$ cat src/rtl/uart_tx_arbiter_pkg.sv
// Shared types and helpers for the uart_tx arbiter slice.
package uart_tx_arbiter_pkg;

    localparam int UART_WIDTH = 8;

    typedef enum logic {
        ST_IDLE   = 1'b0,
        ST_LOCKED = 1'b1
    } arb_state_t;

    function automatic int clog2(input int value);
        int r;
        int v;
        r = 0;
        v = value - 1;
        while (v > 0) begin
            r = r + 1;
            v = v >> 1;
        end
        return r;
    endfunction

endpackage

$ cat src/rtl/uart_tx_arbiter_if.sv
// Requester-side and uart_tx-side signals of the arbiter, bundled with master/slave views.
interface uart_tx_arbiter_if
    import uart_tx_arbiter_pkg::*;
#(
    parameter int N_REQ = 2,
    parameter int WIDTH = UART_WIDTH
) ();

    logic [N_REQ-1:0]       i_req_valid;
    logic [N_REQ*WIDTH-1:0] i_req_data;
    logic [N_REQ-1:0]       i_req_last;
    logic [N_REQ-1:0]       o_req_ready;
    logic [WIDTH-1:0]       o_tx_data;
    logic                   o_tx_valid;
    logic                   i_tx_ready;
    logic [N_REQ-1:0]       o_grant;
    logic                   o_busy;

    modport slave (
        input  i_req_valid, i_req_data, i_req_last, i_tx_ready,
        output o_req_ready, o_tx_data, o_tx_valid, o_grant, o_busy
    );

    modport master (
        output i_req_valid, i_req_data, i_req_last, i_tx_ready,
        input  o_req_ready, o_tx_data, o_tx_valid, o_grant, o_busy
    );

endinterface

$ cat src/rtl/uart_tx_arbiter_rr_picker.sv
// Combinational round-robin picker: first requester at or after last_idx+1, wrapping.
module rr_picker #(
    parameter int N     = 2,
    parameter int IDX_W = 1
) (
    input  logic [N-1:0]     i_req,
    input  logic [IDX_W-1:0] i_last_idx,
    output logic [N-1:0]     o_onehot,
    output logic [IDX_W-1:0] o_idx,
    output logic             o_any
);

    logic [IDX_W:0]   w_sum  [N];
    logic [IDX_W-1:0] w_cand [N];

    // Candidate gi is the (gi+1)-th index after the last owner; sum < 2N so one subtract wraps it.
    genvar gi;
    generate
        for (gi = 0; gi < N; gi++) begin : g_cand
            assign w_sum[gi]  = {1'b0, i_last_idx} + (IDX_W+1)'(gi + 1);
            assign w_cand[gi] = (w_sum[gi] >= (IDX_W+1)'(N))
                                ? IDX_W'(w_sum[gi] - (IDX_W+1)'(N))
                                : IDX_W'(w_sum[gi]);
        end
    endgenerate

    always_comb begin
        o_idx    = '0;
        o_any    = 1'b0;
        o_onehot = '0;
        for (int j = N - 1; j >= 0; j--) begin
            if (i_req[w_cand[j]]) begin
                o_idx = w_cand[j];
                o_any = 1'b1;
            end
        end
        o_onehot[o_idx] = o_any;
    end

endmodule

$ cat src/rtl/uart_tx_arbiter.sv
// Packet-granular round-robin sharing of one uart_tx among N_REQ byte streams,
// with a one-entry holding register in front of the transmitter.
module uart_tx_arbiter
    import uart_tx_arbiter_pkg::*;
#(
    parameter int N_REQ     = 2,
    parameter int WIDTH     = UART_WIDTH,
    parameter int MAX_BURST = 16
) (
    input  logic             i_clk,
    input  logic             i_rst,
    uart_tx_arbiter_if.slave bus
);

    localparam int IDX_W = clog2(N_REQ);
    localparam int CNT_W = (MAX_BURST == 0) ? 1 : clog2(MAX_BURST + 1);

    arb_state_t       r_state;
    arb_state_t       w_state_next;
    logic [N_REQ-1:0] r_grant;
    logic [IDX_W-1:0] r_owner;
    logic [IDX_W-1:0] r_last_grant;
    logic [CNT_W-1:0] r_burst_cnt;
    logic [WIDTH-1:0] r_tx_data;
    logic             r_tx_valid;

    logic [WIDTH-1:0] w_req_byte [N_REQ];
    logic [N_REQ-1:0] w_win_onehot;
    logic [IDX_W-1:0] w_win_idx;
    logic             w_win_any;
    logic             w_hold_free;
    logic             w_accept;
    logic             w_sel_last;
    logic             w_burst_end;
    logic             w_release;

    genvar gi;
    generate
        for (gi = 0; gi < N_REQ; gi++) begin : g_unpack
            assign w_req_byte[gi] = bus.i_req_data[gi*WIDTH +: WIDTH];
        end
    endgenerate

    rr_picker #(
        .N     (N_REQ),
        .IDX_W (IDX_W)
    ) u_picker (
        .i_req      (bus.i_req_valid),
        .i_last_idx (r_last_grant),
        .o_onehot   (w_win_onehot),
        .o_idx      (w_win_idx),
        .o_any      (w_win_any)
    );

    // The holder can take a byte when empty or when it is being emptied this same cycle.
    assign w_hold_free = ~r_tx_valid | bus.i_tx_ready;
    assign w_accept    = (r_state == ST_LOCKED) & w_hold_free & (|(r_grant & bus.i_req_valid));
    assign w_sel_last  = bus.i_req_last[r_owner];

    generate
        if (MAX_BURST != 0) begin : g_burst
            assign w_burst_end = (r_burst_cnt == CNT_W'(MAX_BURST - 1));
        end else begin : g_no_burst
            assign w_burst_end = 1'b0;
        end
    endgenerate

    assign w_release = w_accept & (w_sel_last | w_burst_end);

    always_ff @(posedge i_clk or posedge i_rst) begin
        if (i_rst) begin
            r_state <= ST_IDLE;
        end else begin
            r_state <= w_state_next;
        end
    end

    always_comb begin
        w_state_next = r_state;
        case (r_state)
            ST_IDLE:   if (w_win_any) w_state_next = ST_LOCKED;
            ST_LOCKED: if (w_release) w_state_next = ST_IDLE;
            default:   w_state_next = ST_IDLE;
        endcase
    end

    always_comb begin
        bus.o_req_ready = '0;
        if (r_state == ST_LOCKED && w_hold_free) begin
            bus.o_req_ready = r_grant;
        end
        bus.o_busy = (r_state == ST_LOCKED) | r_tx_valid;
    end

    always_ff @(posedge i_clk or posedge i_rst) begin
        if (i_rst) begin
            r_grant      <= '0;
            r_owner      <= '0;
            r_last_grant <= IDX_W'(N_REQ - 1);
            r_burst_cnt  <= '0;
        end else if (r_state == ST_IDLE) begin
            if (w_win_any) begin
                r_grant <= w_win_onehot;
                r_owner <= w_win_idx;
            end
        end else if (w_release) begin
            r_grant      <= '0;
            r_last_grant <= r_owner;
            r_burst_cnt  <= '0;
        end else if (w_accept && MAX_BURST != 0) begin
            r_burst_cnt <= r_burst_cnt + CNT_W'(1);
        end
    end

    // A simultaneous fire and accept reloads the holder, so valid stays high with no bubble.
    always_ff @(posedge i_clk or posedge i_rst) begin
        if (i_rst) begin
            r_tx_data  <= '0;
            r_tx_valid <= 1'b0;
        end else if (w_accept) begin
            r_tx_data  <= w_req_byte[r_owner];
            r_tx_valid <= 1'b1;
        end else if (r_tx_valid && bus.i_tx_ready) begin
            r_tx_valid <= 1'b0;
        end
    end

    assign bus.o_tx_data  = r_tx_data;
    assign bus.o_tx_valid = r_tx_valid;
    assign bus.o_grant    = r_grant;

endmodule

$ cat src/flat_wrapper.sv
// flat-port wrapper written by rule: the top's interface ports become plain ports
module uart_tx_arbiter_flat import uart_tx_arbiter_pkg::*;
#(
    parameter int N_REQ     = 2,
    parameter int WIDTH     = UART_WIDTH,
    parameter int MAX_BURST = 16
)
  (i_clk, i_rst, bus_i_req_valid, bus_i_req_data, bus_i_req_last, bus_i_tx_ready, bus_o_req_ready, bus_o_tx_data, bus_o_tx_valid, bus_o_grant, bus_o_busy);
  uart_tx_arbiter_if #(.N_REQ(N_REQ), .WIDTH(WIDTH)) bus_i ();
  input  logic i_clk;
  input  logic i_rst;
  input wire logic [$bits(bus_i.i_req_valid)-1:0] bus_i_req_valid;
  input wire logic [$bits(bus_i.i_req_data)-1:0] bus_i_req_data;
  input wire logic [$bits(bus_i.i_req_last)-1:0] bus_i_req_last;
  input wire logic [$bits(bus_i.i_tx_ready)-1:0] bus_i_tx_ready;
  output wire logic [$bits(bus_i.o_req_ready)-1:0] bus_o_req_ready;
  output wire logic [$bits(bus_i.o_tx_data)-1:0] bus_o_tx_data;
  output wire logic [$bits(bus_i.o_tx_valid)-1:0] bus_o_tx_valid;
  output wire logic [$bits(bus_i.o_grant)-1:0] bus_o_grant;
  output wire logic [$bits(bus_i.o_busy)-1:0] bus_o_busy;
  assign bus_i.i_req_valid = bus_i_req_valid;
  assign bus_i.i_req_data = bus_i_req_data;
  assign bus_i.i_req_last = bus_i_req_last;
  assign bus_i.i_tx_ready = bus_i_tx_ready;
  assign bus_o_req_ready = bus_i.o_req_ready;
  assign bus_o_tx_data = bus_i.o_tx_data;
  assign bus_o_tx_valid = bus_i.o_tx_valid;
  assign bus_o_grant = bus_i.o_grant;
  assign bus_o_busy = bus_i.o_busy;
  uart_tx_arbiter #(.N_REQ(N_REQ), .WIDTH(WIDTH), .MAX_BURST(MAX_BURST)) u_core (.i_clk(i_clk), .i_rst(i_rst), .bus(bus_i));
endmodule
$ cat config.mk
export PLATFORM = sky130hd
export DESIGN_NAME = uart_tx_arbiter_flat
export DESIGN_NICKNAME = d
export VERILOG_FILES = /design/src/rtl/uart_tx_arbiter_pkg.sv /design/src/rtl/uart_tx_arbiter_if.sv /design/src/rtl/uart_tx_arbiter_rr_picker.sv /design/src/rtl/uart_tx_arbiter.sv /design/src/flat_wrapper.sv
export SDC_FILE = /design/constraint.sdc
export NUM_CORES = 1
export LEC_CHECK = 0
export CORE_ASPECT_RATIO = 0.8
export CORE_MARGIN = 4
export CORE_UTILIZATION = 45
export DETAILED_ROUTE_END_ITERATION = 6
export GPL_ROUTABILITY_DRIVEN = 0
export PLACE_DENSITY_LB_ADDON = 0.08
export SKIP_LAST_GASP = 1
export SYNTH_ARGS = -nofsm -noshare
export SYNTH_HDL_FRONTEND = slang
export SYNTH_SLANG_ARGS = --single-unit
$ cat constraint.sdc
create_clock -name i_clk -period 3.4 [get_ports i_clk]
set_clock_uncertainty 0.05 [all_clocks]
set_input_delay 0.51 -clock i_clk [delete_from_list [all_inputs] [get_ports i_clk]]
set_output_delay 0.51 -clock i_clk [all_outputs]
set_load 0.005 [all_outputs]
[Yosys cells after proc, flatten, opt, wreduce, memory -nomap -nowiden]
Index checks and enable logic that the tools add are counted.
Storage, ports and cells
  register bits after elaboration: 19
  output and inout bits: 14
  logic and storage cells: 72
Operators by class
  reduce and logical (&&, ||, !) cells: 11
  $lt $le $gt $ge: 8
  bitwise gates (word level): 11
  eq/ne operators: 2
  muxes and demuxes: 28
  add/sub/neg operators: 5
Operators by type and width (number)
  $mux W8: 3
  $mux W1: 17
  $mux W5: 2
  $lt A1 B2 Y1 const B: 4
  $mux W2: 4
  $reduce_and A2 Y1: 4
  $ge A2 B2 Y1 const B: 3
  $reduce_bool A2 Y1: 3
  $add A5 B1 Y5 const B: 1
  $eq A5 B4 Y1 const B: 1
  $and A2 B2 Y2: 2
  $and A1 B1 Y1: 3
  $logic_and A1 B1 Y1: 3
  $or A1 B1 Y1: 3
  $add A1 B1 Y2 const B: 1
  $add A1 B2 Y2 const B: 1
  $ne A2 B2 Y1 const B: 1
  $not A1 Y1: 2
  $not A1 Y2: 1
  $pmux W1 S2: 1
  $reduce_or A2 Y1: 1
  $sub A1 B1 Y1 const B: 2
  $demux W1 S1: 1
  $ge A1 B1 Y1 const B: 1

[Depth between registers and ports, before layout]
  word-level depth: 14
  depth in mapped cells: 6
  gate-level depth less buffers: 6

[Hierarchy]
A second synthesis with hierarchy kept.
Second synthesis, totals
  cells, all modules: 97
  area total of the unflattened synthesis: 937.1 µm²
By module, submodules not included
  uart_tx_arbiter: area an instance 904.6 µm², times used 1, sequential area each 476.7 µm², cells each 92
  rr_picker: area an instance 32.5 µm², times used 1, sequential area each 0.0 µm², cells each 5

[Least setup slack after synthesis]
Ideal clock, no wire load.
  path kind: flip-flop to flip-flop
  start point: reg u_core.r_burst_cnt[0]
  end point: reg u_core.r_burst_cnt[3]
  clock period less this slack: 1855 ps
  buffers on the path: 0
  path slack: 1545 ps
  required time: 3270 ps
  cell stages (with the launch flop): 7
  arrival: 1725 ps
  setup time: 80 ps
  cells stage by stage: dfrtp_1 > ha_1 > and3_1 > ha_1 > a211o_1 > or2_1 > o211ai_2
Between the ends
  cells in the longest elaborated chain, start to end: 5
  elaborated cells between the ends (all ways): 8
  classes of those cells: add/sub: 1; eq/ne: 1; mux: 2; bitwise: 2; reduce/logical: 2
Ends and longest elaborated chain
  start, declared: line uart_tx_arbiter.sv:23  | logic [CNT_W-1:0] r_burst_cnt;
  start signal, assigned: line uart_tx_arbiter.sv:111  | r_burst_cnt <= r_burst_cnt + CNT_W'(1);
  parallel branches: the longest is 5 deep, another holds $add A5 B1 Y5
Parallel ways; which one is timed is not known. The select of a mux whose other input is x is not followed.
A chain may end at the register's enable or synchronous reset.

[Worst setup path after layout]
  start point: in bus_i_tx_ready
  end point: out bus_o_req_ready[0]
Between the ends
  cells in the longest elaborated chain, start to end: 3
Ends and longest elaborated chain
  start, declared: line flat_wrapper.sv:15  | input wire logic [$bits(bus_i.i_tx_ready)-1:0] bus_i_tx_ready;
  $or A1 B1 Y1: line uart_tx_arbiter.sv:56  | assign w_hold_free = ~r_tx_valid | bus.i_tx_ready;
  $logic_and A1 B1 Y1: line uart_tx_arbiter.sv:89  | if (r_state == ST_LOCKED && w_hold_free) begin
  $mux W2: line uart_tx_arbiter.sv:89
  end, declared: line flat_wrapper.sv:16  | output wire logic [$bits(bus_i.o_req_ready)-1:0] bus_o_req_ready;
No other way between the ends.

==> impl_metrics.ini <==
[run_status]
outcome = completed

[route]
top_layer = met4
dr_wl_met3_microns = 183
wire_per_inst_microns = 13.9
wl_met2_microns = 952
drc = 0
routed_via_density = 5.20
ant_nets = 0
via_count = 769
routed_wl_microns = 2060
drt_iter0_markers = 15
drt_first_pass_iters = 4
wl_met1_microns = 888

[pwr]
total_power_mw = 1.00
cellPowerDensity_nw_per_um2 = 757
seq_power_share = 0.430
ir_drop_uv = 407
clkPwrFrac = 0.114
switching_share = 0.348
pwr-share-comb = 0.456
total_leakage_power_nw = 0.611
intPower_mw = 0.653
p_switching_mw = 0.349

[grt]
antenna_found_initial = 0
grt_pass1_vias = 741
grt-ovfl-total = 0
track_usage = 0.152
grt_pass1_wl_microns = 3310
grt_max_degree = 25

[yosys]
syn_avg_cell_area_sq_um = 10.6
async_flop_share = 1.00
synth_area_leaders = dfrtp_1, mux2i_1, nand2_1
synth_area_sq_um = 922
yosys_warnings = 0
synth.distinct_cells = 27
syn_inst = 87
ys_seq_elements = 19
synth_largest_area_cell = dfrtp_1
synth_top_area_share = 0.488
synth_fp_nets = 112
ys_seq_area_frac = 0.517
ys.flop_type = dfrtp_1
synth_enable_flop_cells = 0

[cells_and_area]
fillers = 161
syn_to_final_growth_pct = 43.6
mostFrequentLayoutCells = clkdlybuf4s50_1, dfrtp_1, nand2_1
drive_gt1_frac = 0.0565
finalNonFillerCells = 148
layout_commonest_cell = clkdlybuf4s50_1
layout.nets = 150
final_cell_area_sq_um = 1320
antenna_cells = 0

[critical_path]
end_kind = output pin
ff2ff_path_depth = 6
path_class = in -> out
path_max_fanout = 4
critical_path_required_ns = 2.84
worstSetupStartpointType = primary input
worstPathArrival_ns = 1.85

[clocking]
root_buffer = clkbuf_4
clkSinkCount = 19
clk-insertion-delay-late_ns = 0.30
clk_pin_slew_ns = 0.10
cts_buffers = 3
cts_setup_buffers = 0
cts-htree-levels = 1
cts_hold_buf = 0
cts_tree = done
clock_path_buffers = 2
cts-resized-gates = 0

[placed_design]
postPlaceCellArea_sq_um = 1300
dp_cells = 144
port_buffers = 36
hpwl_microns = 1540

[timing]
setup_tns_ns = 0
maxSlewViolCount = 0
layout_worst_path_cycle_share = 0.709
setup_viol = 0
tightest_slew_ns = 0.727
fmax_mhz = 415
report.final.hold_viol_count = 0
fin_crit_ns = 2.41
maxSlewHeadroom = 0.515
rsz0062_at_grt = no

[worst_hold_path]
hold_path_class = reg -> reg
whs_path_depth = 2

[floorplan]
die_x_microns = 58.6
coreArea_sq_um = 1910
start_util = 0.483
io-pin-count = 37
rows = 14
die_y_microns = 48.5
die_area_sq_um = 2840

[flow_run]
cap_violations = 0
## power by group through the flow
stage	logic, mW	registers [mW]	clock network (mW)
global route	0.500	0.445	0.130
detailed placement	0.461	0.435	0
global placement	0.450	0.426	0
CTS	0.465	0.431	0.117
finish	0.457	0.430	0.115
floorplan	0.268	0.397	0
## cell usage after synthesis, drive strengths merged, types with 2 or more instances
master / instances
o21ai: 11
nand2: 15
or2: 2
mux2i: 8
a31o: 2
inv: 4
dfrtp: 18
o21bai: 2
and3: 3
nand2b: 3
buf: 3
ha: 2
## per-stage QoR
step	util	setup WS, ns	hold slack [ns]
detailed placement	0.680	0.980	0.429
floorplan	-	1.55	0.406
CTS	0.693	0.974	0.453
global route	0.693	0.951	0.469
global placement	0.680	1.05	0.418
finish	0.693	0.989	0.450
## final cells by class
cell class	count	area, sq um	share of cell area
Timing Repair Buffer	36	360	0.272
Clock buffer	4	26.3	0.0198
Sequential cell	19	477	0.360
Multi-Input combinational cell	61	415	0.314
Inverter	4	15.0	0.0113
Tap cell	24	30.0	0.0227
## per-layer routing
layer  up-vias  GRT usage
li1        382          -
met1       354      0.186
met2        29      0.236
met3         4     0.0665
met4         0     0.0566
met5         -          0
## critical path: stages
cell             delay, ns
clkdlybuf4s50_1       0.47
nand2b_1              0.19
and3_1                0.18
clkdlybuf4s50_1       0.50
## final timing paths
kind	startpoint	endpoint	slack, ns
setup reg to reg	u_core.r_burst_cnt[0]	u_core.r_burst_cnt[3]	1.37
max in group asynchronous	i_rst	u_core.bus.o_tx_data[5]	2.27
min in group asynchronous	i_rst	u_core.bus.o_tx_data[1]	0.57
hold / removal	u_core.bus.o_tx_data[0]	u_core.bus.o_tx_data[0]	0.45
setup / recovery	bus_i_tx_ready	bus_o_req_ready[0]	0.99
hold reg to reg	u_core.bus.o_tx_data[0]	u_core.bus.o_tx_data[0]	0.45
## state kept, by name (all words and copies together) (netlist names)
register	cells
u_core.bus.o_grant	2
u_core.bus.o_tx_data	8
u_core.bus.o_tx_valid	1
u_core.r_burst_cnt	5
u_core.r_last_grant	1
u_core.r_owner	1
u_core.r_state	1
## cells by family after synthesis
family / after synthesis / share of synthesized area
AND/OR/NAND/NOR: 27 / 0.152
AO/OA/AOI/OAI: 23 / 0.172
flip-flops: 19 / 0.517
multiplexers: 9 / 0.0991
buffers and inverters: 7 / 0.0326
adder cells (fa/ha/maj): 2 / 0.0271
Note: power is estimated with default switching activity, not from simulation.
==> RTL edit 1 (same settings) <==
Set the package constant `UART_WIDTH` to 12 (it was 8).
--- a/src/rtl/uart_tx_arbiter_pkg.sv
+++ b/src/rtl/uart_tx_arbiter_pkg.sv
@@ -2,5 +2,5 @@
 package uart_tx_arbiter_pkg;
 
-    localparam int UART_WIDTH = 8;
+    localparam int UART_WIDTH = 12;
 
     typedef enum logic {
Interface: changed (resized bus_i_req_data and bus_o_tx_data); port bits go from 37 to 49. No check against the original RTL was run, so the function may have changed too.
==> RTL edit 1 against the unedited design <==
- wire length rose by 27%
- core utilization is 3.2 points higher
- final area increased by 22%
- sequential share of layout area fell by 0.39 points
- sequential cell count rose by 4
- clock power is 12% higher
- setup slack improved by 0.036 ns
- first-iteration DRC count rose by 67%
- area after synthesis up 19%
- count of clock-buffer cells in the layout fell by 1
- power is 23% higher
==> RTL edit 1: results (changes against the unedited design) <==
Outcome
  • Status: complete, no violations

GRT
  • Met2 GRT Util: 33.6% (+10 points)
  • M1 GR Usage: 19.3% (+0.75 points)
  • GR Layer Usage met3: 7.94% (+1.3 points)
  • Vias in the first global route: 992 (+34%)
  • Global-route wire length before repair: 4570 um (+38%)
  • Largest net degree at the start of global routing: 24 (-4.0%)
  • Total GRT Usage: 18.2% (+2.9 points)
  • Initial antenna violation count: 0 (unchanged)

Timing
  • Fin Hold WS: 0.449 ns (-0.000963 ns)
  • Rel. slew slack: 43.9% (-7.5 points)

Placement
  • DP Wirelength: 2000 um (+30%)
  • IO Port Bufs: 48 (+33%)

Finish
  • # diodes: 0 (unchanged)
  • Fill cell count: 183 (+14%)
  • Layout cell share with drive strength beyond 1: 5.23% (-0.42 points)
  • Nets: 187 (+25%)
  • Max FFs per register: 12 (+4)

Die
  • Num rows: 15 (+1)

Logic synthesis
  • Synth area leaders: dfrtp_1 50%, mux2i_1 11%, o21ai_1 6.8%
  • Top-count cell post-synth: dfrtp_1
  • Library cells used by synthesis: 29 (+7.4%)
  • Yosys warns: 0 (unchanged)
  • Syn Nets: 138 (+23%)
  • Synth top cells by count: 22 x dfrtp_1, 19 x nand2_1, 15 x o21ai_1
  • Register area share after synthesis: 52.5% (+0.81 points)

Clocking
  • CTS buffer count: 3 (unchanged)
  • Setup Buffers After CTS: 0 (unchanged)
  • CTS root buf: clkbuf_4
  • Clk_lat worst skew: 0.32 ns (+0.02 ns)
  • PostCTS Resize Cnt: 0 (unchanged)
  • Maximum clock path buffer count: 2 (unchanged)
  • Clock-pin slew on the worst setup and hold paths: 0.12 ns (+0.02 ns)

Power and ir drop
  • Leakage: 0.741 nW (+21%)
  • Maximum VDD drop: 389 uV (-4.5%)
  • Sw frac: 35.3% (+0.47 points)

Setup path
  • R2r setup slk: 1.39 ns (+0.02 ns)
  • Crit Path Max Fanout: 4 (unchanged)
  • CP Data Arrival Time: 1.82 ns (-0.03 ns)

Min path
  • Hold Crit Class: register to register

Drt
  • Vias/cell: 5.30 (+2.0%)
  • Drt pass-1 iters: 4 (unchanged)
  • Initial DRC Count: 25 (+10)
  • DR WL/cell: 14.7 um (+5.3%)
RTL edit 1: logic make-up (layout without fill, tap and decap cells):
| kind of cell | Yosys count | count (layout) | synth area share, % |
|---|---|---|---|
| fa+ha+maj | 2 | 2 | 2.28 |
| flops | 23 | 23 | 52.5 |
| buf+inv | 9 | 57 | 3.76 |
| simple gates | 31 | 31 | 13.2 |
| mux | 13 | 13 | 12.0 |
| compound gates | 27 | 27 | 16.3 |
RTL edit 1: through the flow:
| stage | power (mW) | std cells | setup WS, ns | utilization [%] | area [sq um] |
|---|---|---|---|---|---|
| 3_3_place_gp | 1.08 | 174 | 1.06 | 71.3 | 1590 |
| 5_1_grt | 1.33 | 178 | 0.941 | 72.5 | 1620 |
| 4_1_cts | 1.24 | 178 | 1.03 | 72.5 | 1620 |
| 2_1_floorplan | 0.808 | 105 | 1.54 | - | 1100 |
| 3_5_place_dp | 1.11 | 174 | 0.910 | 71.3 | 1590 |
| 6_report | 1.23 | 178 | 1.02 | 72.5 | 1620 |
RTL edit 1: path summary, 6_finish.rpt:
path	startpoint	endpoint	cells after the start
min in group asynchronous	i_rst	u_core.r_state$_DFF_PP0_	2
min	u_core.bus.o_tx_data[5]$_DFFE_PP0P_	u_core.bus.o_tx_data[5]$_DFFE_PP0P_	2
max in group asynchronous	i_rst	u_core.bus.o_tx_data[8]$_DFFE_PP0P_	2
max reg2reg	u_core.r_burst_cnt[0]$_DFFE_PP0P_	u_core.r_last_grant$_DFFE_PP1P_	6
min reg2reg	u_core.bus.o_tx_data[5]$_DFFE_PP0P_	u_core.bus.o_tx_data[5]$_DFFE_PP0P_	2
max	bus_i_tx_ready	bus_o_req_ready[1]	4
RTL edit 1: critical path: stages:
cell and delay, ns:
clkdlybuf4s50_1 0.45, nand2b_1 0.17, and3_1 0.18, clkdlybuf4s50_1 0.50
RTL edit 1: metal layers:
metal | share of wire, % | wire length [um]
met3 | 10 | 260
met1 | 43 | 1120
met4 | 0.96 | 25
met2 | 46 | 1210
met5 | 0 | 0
RTL edit 1: power groups by stage:
stage,Combinational [mW],Clock (mW),Sequential (mW)
floorplan,0.329,0,0.479
global placement,0.565,0,0.518
detailed placement,0.581,0,0.528
CTS,0.585,0.134,0.523
global route,0.639,0.143,0.548
finish,0.576,0.129,0.524
RTL edit 1: layout make-up:
class                      instances  area, sq um  share of cell area, %
multi-input combinational         73          480                   29.7
clock inverter                     1         5.00                  0.309
tap                               25         31.3                   1.93
sequential                        23          577                   35.6
timing repair buffer              49          488                   30.1
clock buffer                       3         22.5                   1.39
inverter                           4         15.0                  0.927
==> RTL edit 2 (config.mk and constraints unchanged) <==
Without the edit above. Compare `r_burst_cnt` against `CNT_W'(MAX_BURST - 1)` with >= in place of ==.
--- a/src/rtl/uart_tx_arbiter.sv
+++ b/src/rtl/uart_tx_arbiter.sv
@@ -60,5 +60,5 @@
     generate
         if (MAX_BURST != 0) begin : g_burst
-            assign w_burst_end = (r_burst_cnt == CNT_W'(MAX_BURST - 1));
+            assign w_burst_end = (r_burst_cnt >= CNT_W'(MAX_BURST - 1));
         end else begin : g_no_burst
             assign w_burst_end = 1'b0;
Check against the original RTL: same outputs for any inputs over 10 cycles, from zero or initial values and one cycle with i_rst high; that may be too few to reach the edited logic, so the function may still have changed.
==> RTL edit 2 against the unedited design <==
- wire length rose by 2.0%
- die area rose by 1.1%
- sequential cell count did not move
- final area rose by 1.0%
- power fell by 3.0%
- setup slack improved by 0.021 ns
- area after synthesis rose by 1.4%
- first-iteration DRC count did not move
- via count rose by 2.5%
- critical path type unchanged
==> RTL edit 2: results (changes against the unedited design) <==
Logic synthesis
  • Post-synthesis adder-cell area fraction: 2.68% (-0.036 points)
  • Syn Nets: 117 (+4.5%)
  • Async set-reset flop share out of synthesis: 100% (unchanged)
  • Compound-Gate Fraction of Synth Area: 12.4% (-4.8 points)
  • Multiplexer share of the synthesized area: 11.2% (+1.3 points)
  • Synth area leaders: dfrtp_1 48%, mux2i_1 9.6%, o21ai_0 7.0%
  • Synth top cells by count: 18 x dfrtp_1, 14 x nand2_1, 13 x o21ai_0
  • Register area share after synthesis: 51.0% (-0.69 points)

GRT
  • Vias in the first global route: 753 (+1.6%)
  • Largest net degree at the start of global routing: 20 (-20%)
  • Global-route wire length before repair: 3330 um (+0.60%)
  • Total GRT Usage: 14.9% (-0.33 points)
  • GRT overflow: 0 (unchanged)

Setup path
  • Crit Path Max Fanout: 5 (+1)
  • CP Data Arrival Time: 1.83 ns (-0.02 ns)
  • R2R cell count: 7 (+1)

Placement
  • DP Wirelength: 1610 um (+4.0%)
  • DP Worst Slack: 1.03 ns (+0.0463 ns)

Power and ir drop
  • Maximum VDD drop: 516 uV (+27%)

Finish
  • Layout cell share with drive strength beyond 1: 6.98% (+1.3 points)
  • Max FFs per register: 8 (unchanged)
  • Fill cell count: 171 (+6.2%)
  • Nets: 155 (+3.3%)

Timing
  • Rel. slew slack: 52.1% (+0.65 points)

Drt
  • Vias/cell: 5.15 (-0.88%)
  • WL final: 2100 um (+2.0%)
  • Initial DRC Count: 15 (unchanged)

Outcome
  • Status: complete, no violations
## RTL edit 2: worst paths after layout
check	from	endpoint	slack (ns)
setup / recovery	bus_i_tx_ready	bus_o_req_ready[1]	1.01
hold / removal	u_core.bus.o_tx_data[2]$_DFFE_PP0P_	u_core.bus.o_tx_data[2]$_DFFE_PP0P_	0.45
setup reg to reg	u_core.r_burst_cnt[0]$_DFFE_PP0P_	u_core.r_last_grant$_DFFE_PP1P_	1.43
hold reg to reg	u_core.bus.o_tx_data[2]$_DFFE_PP0P_	u_core.bus.o_tx_data[2]$_DFFE_PP0P_	0.45
max in group asynchronous	i_rst	u_core.r_state$_DFF_PP0_	2.26
min in group asynchronous	i_rst	u_core.bus.o_tx_data[4]$_DFFE_PP0P_	0.58
## RTL edit 2: power breakdown
part	internal, mW	total [mW]	switching [mW]
clock	0.0456	0.111	0.0650
sequential	0.325	0.421	0.0955
combinational	0.269	0.440	0.171
## RTL edit 2: final cells by class
class                      count  area (sq um)  share of cell area, %
timing repair buffer          36           360                   26.9
tap                           24          30.0                   2.25
multi-input combinational     67           433                   32.4
clock buffer                   4          26.3                   1.96
inverter                       3          11.3                  0.842
sequential                    19           477                   35.6
## RTL edit 2: logic make-up after synthesis
| group | Yosys count |
|---|---|
| multiplexers | 10 |
| AO/OA/AOI/OAI | 20 |
| adder cells (fa/ha/maj) | 2 |
| flip-flops | 19 |
| buffers and inverters | 6 |
| AND/OR/NAND/NOR | 35 |
## RTL edit 2: layer usage
layer / track usage (%) / up-vias / share of wire [%]
li1: - / 399 / -
met1: 19.5 / 366 / 44
met2: 24.4 / 23 / 50
met3: 5.32 / 0 / 6.2
met4: 1.13 / 0 / 0
met5: 0 / - / 0
## RTL edit 2: metrics by stage
stage               hold WS (ns)  cells  cell area (sq um)  power [mW]
finish                     0.445    153               1340       0.972
global route               0.477    153               1340        1.05
CTS                        0.453    153               1340       0.986
detailed placement         0.426    149               1310       0.872
global placement           0.412    149               1310       0.856
floorplan                  0.410     92                935       0.646
## RTL edit 2: critical path: stages
cell and delay [ns]:
clkdlybuf4s50_1 0.39, or2b_1 0.28, and3_1 0.20, clkdlybuf4s50_1 0.44
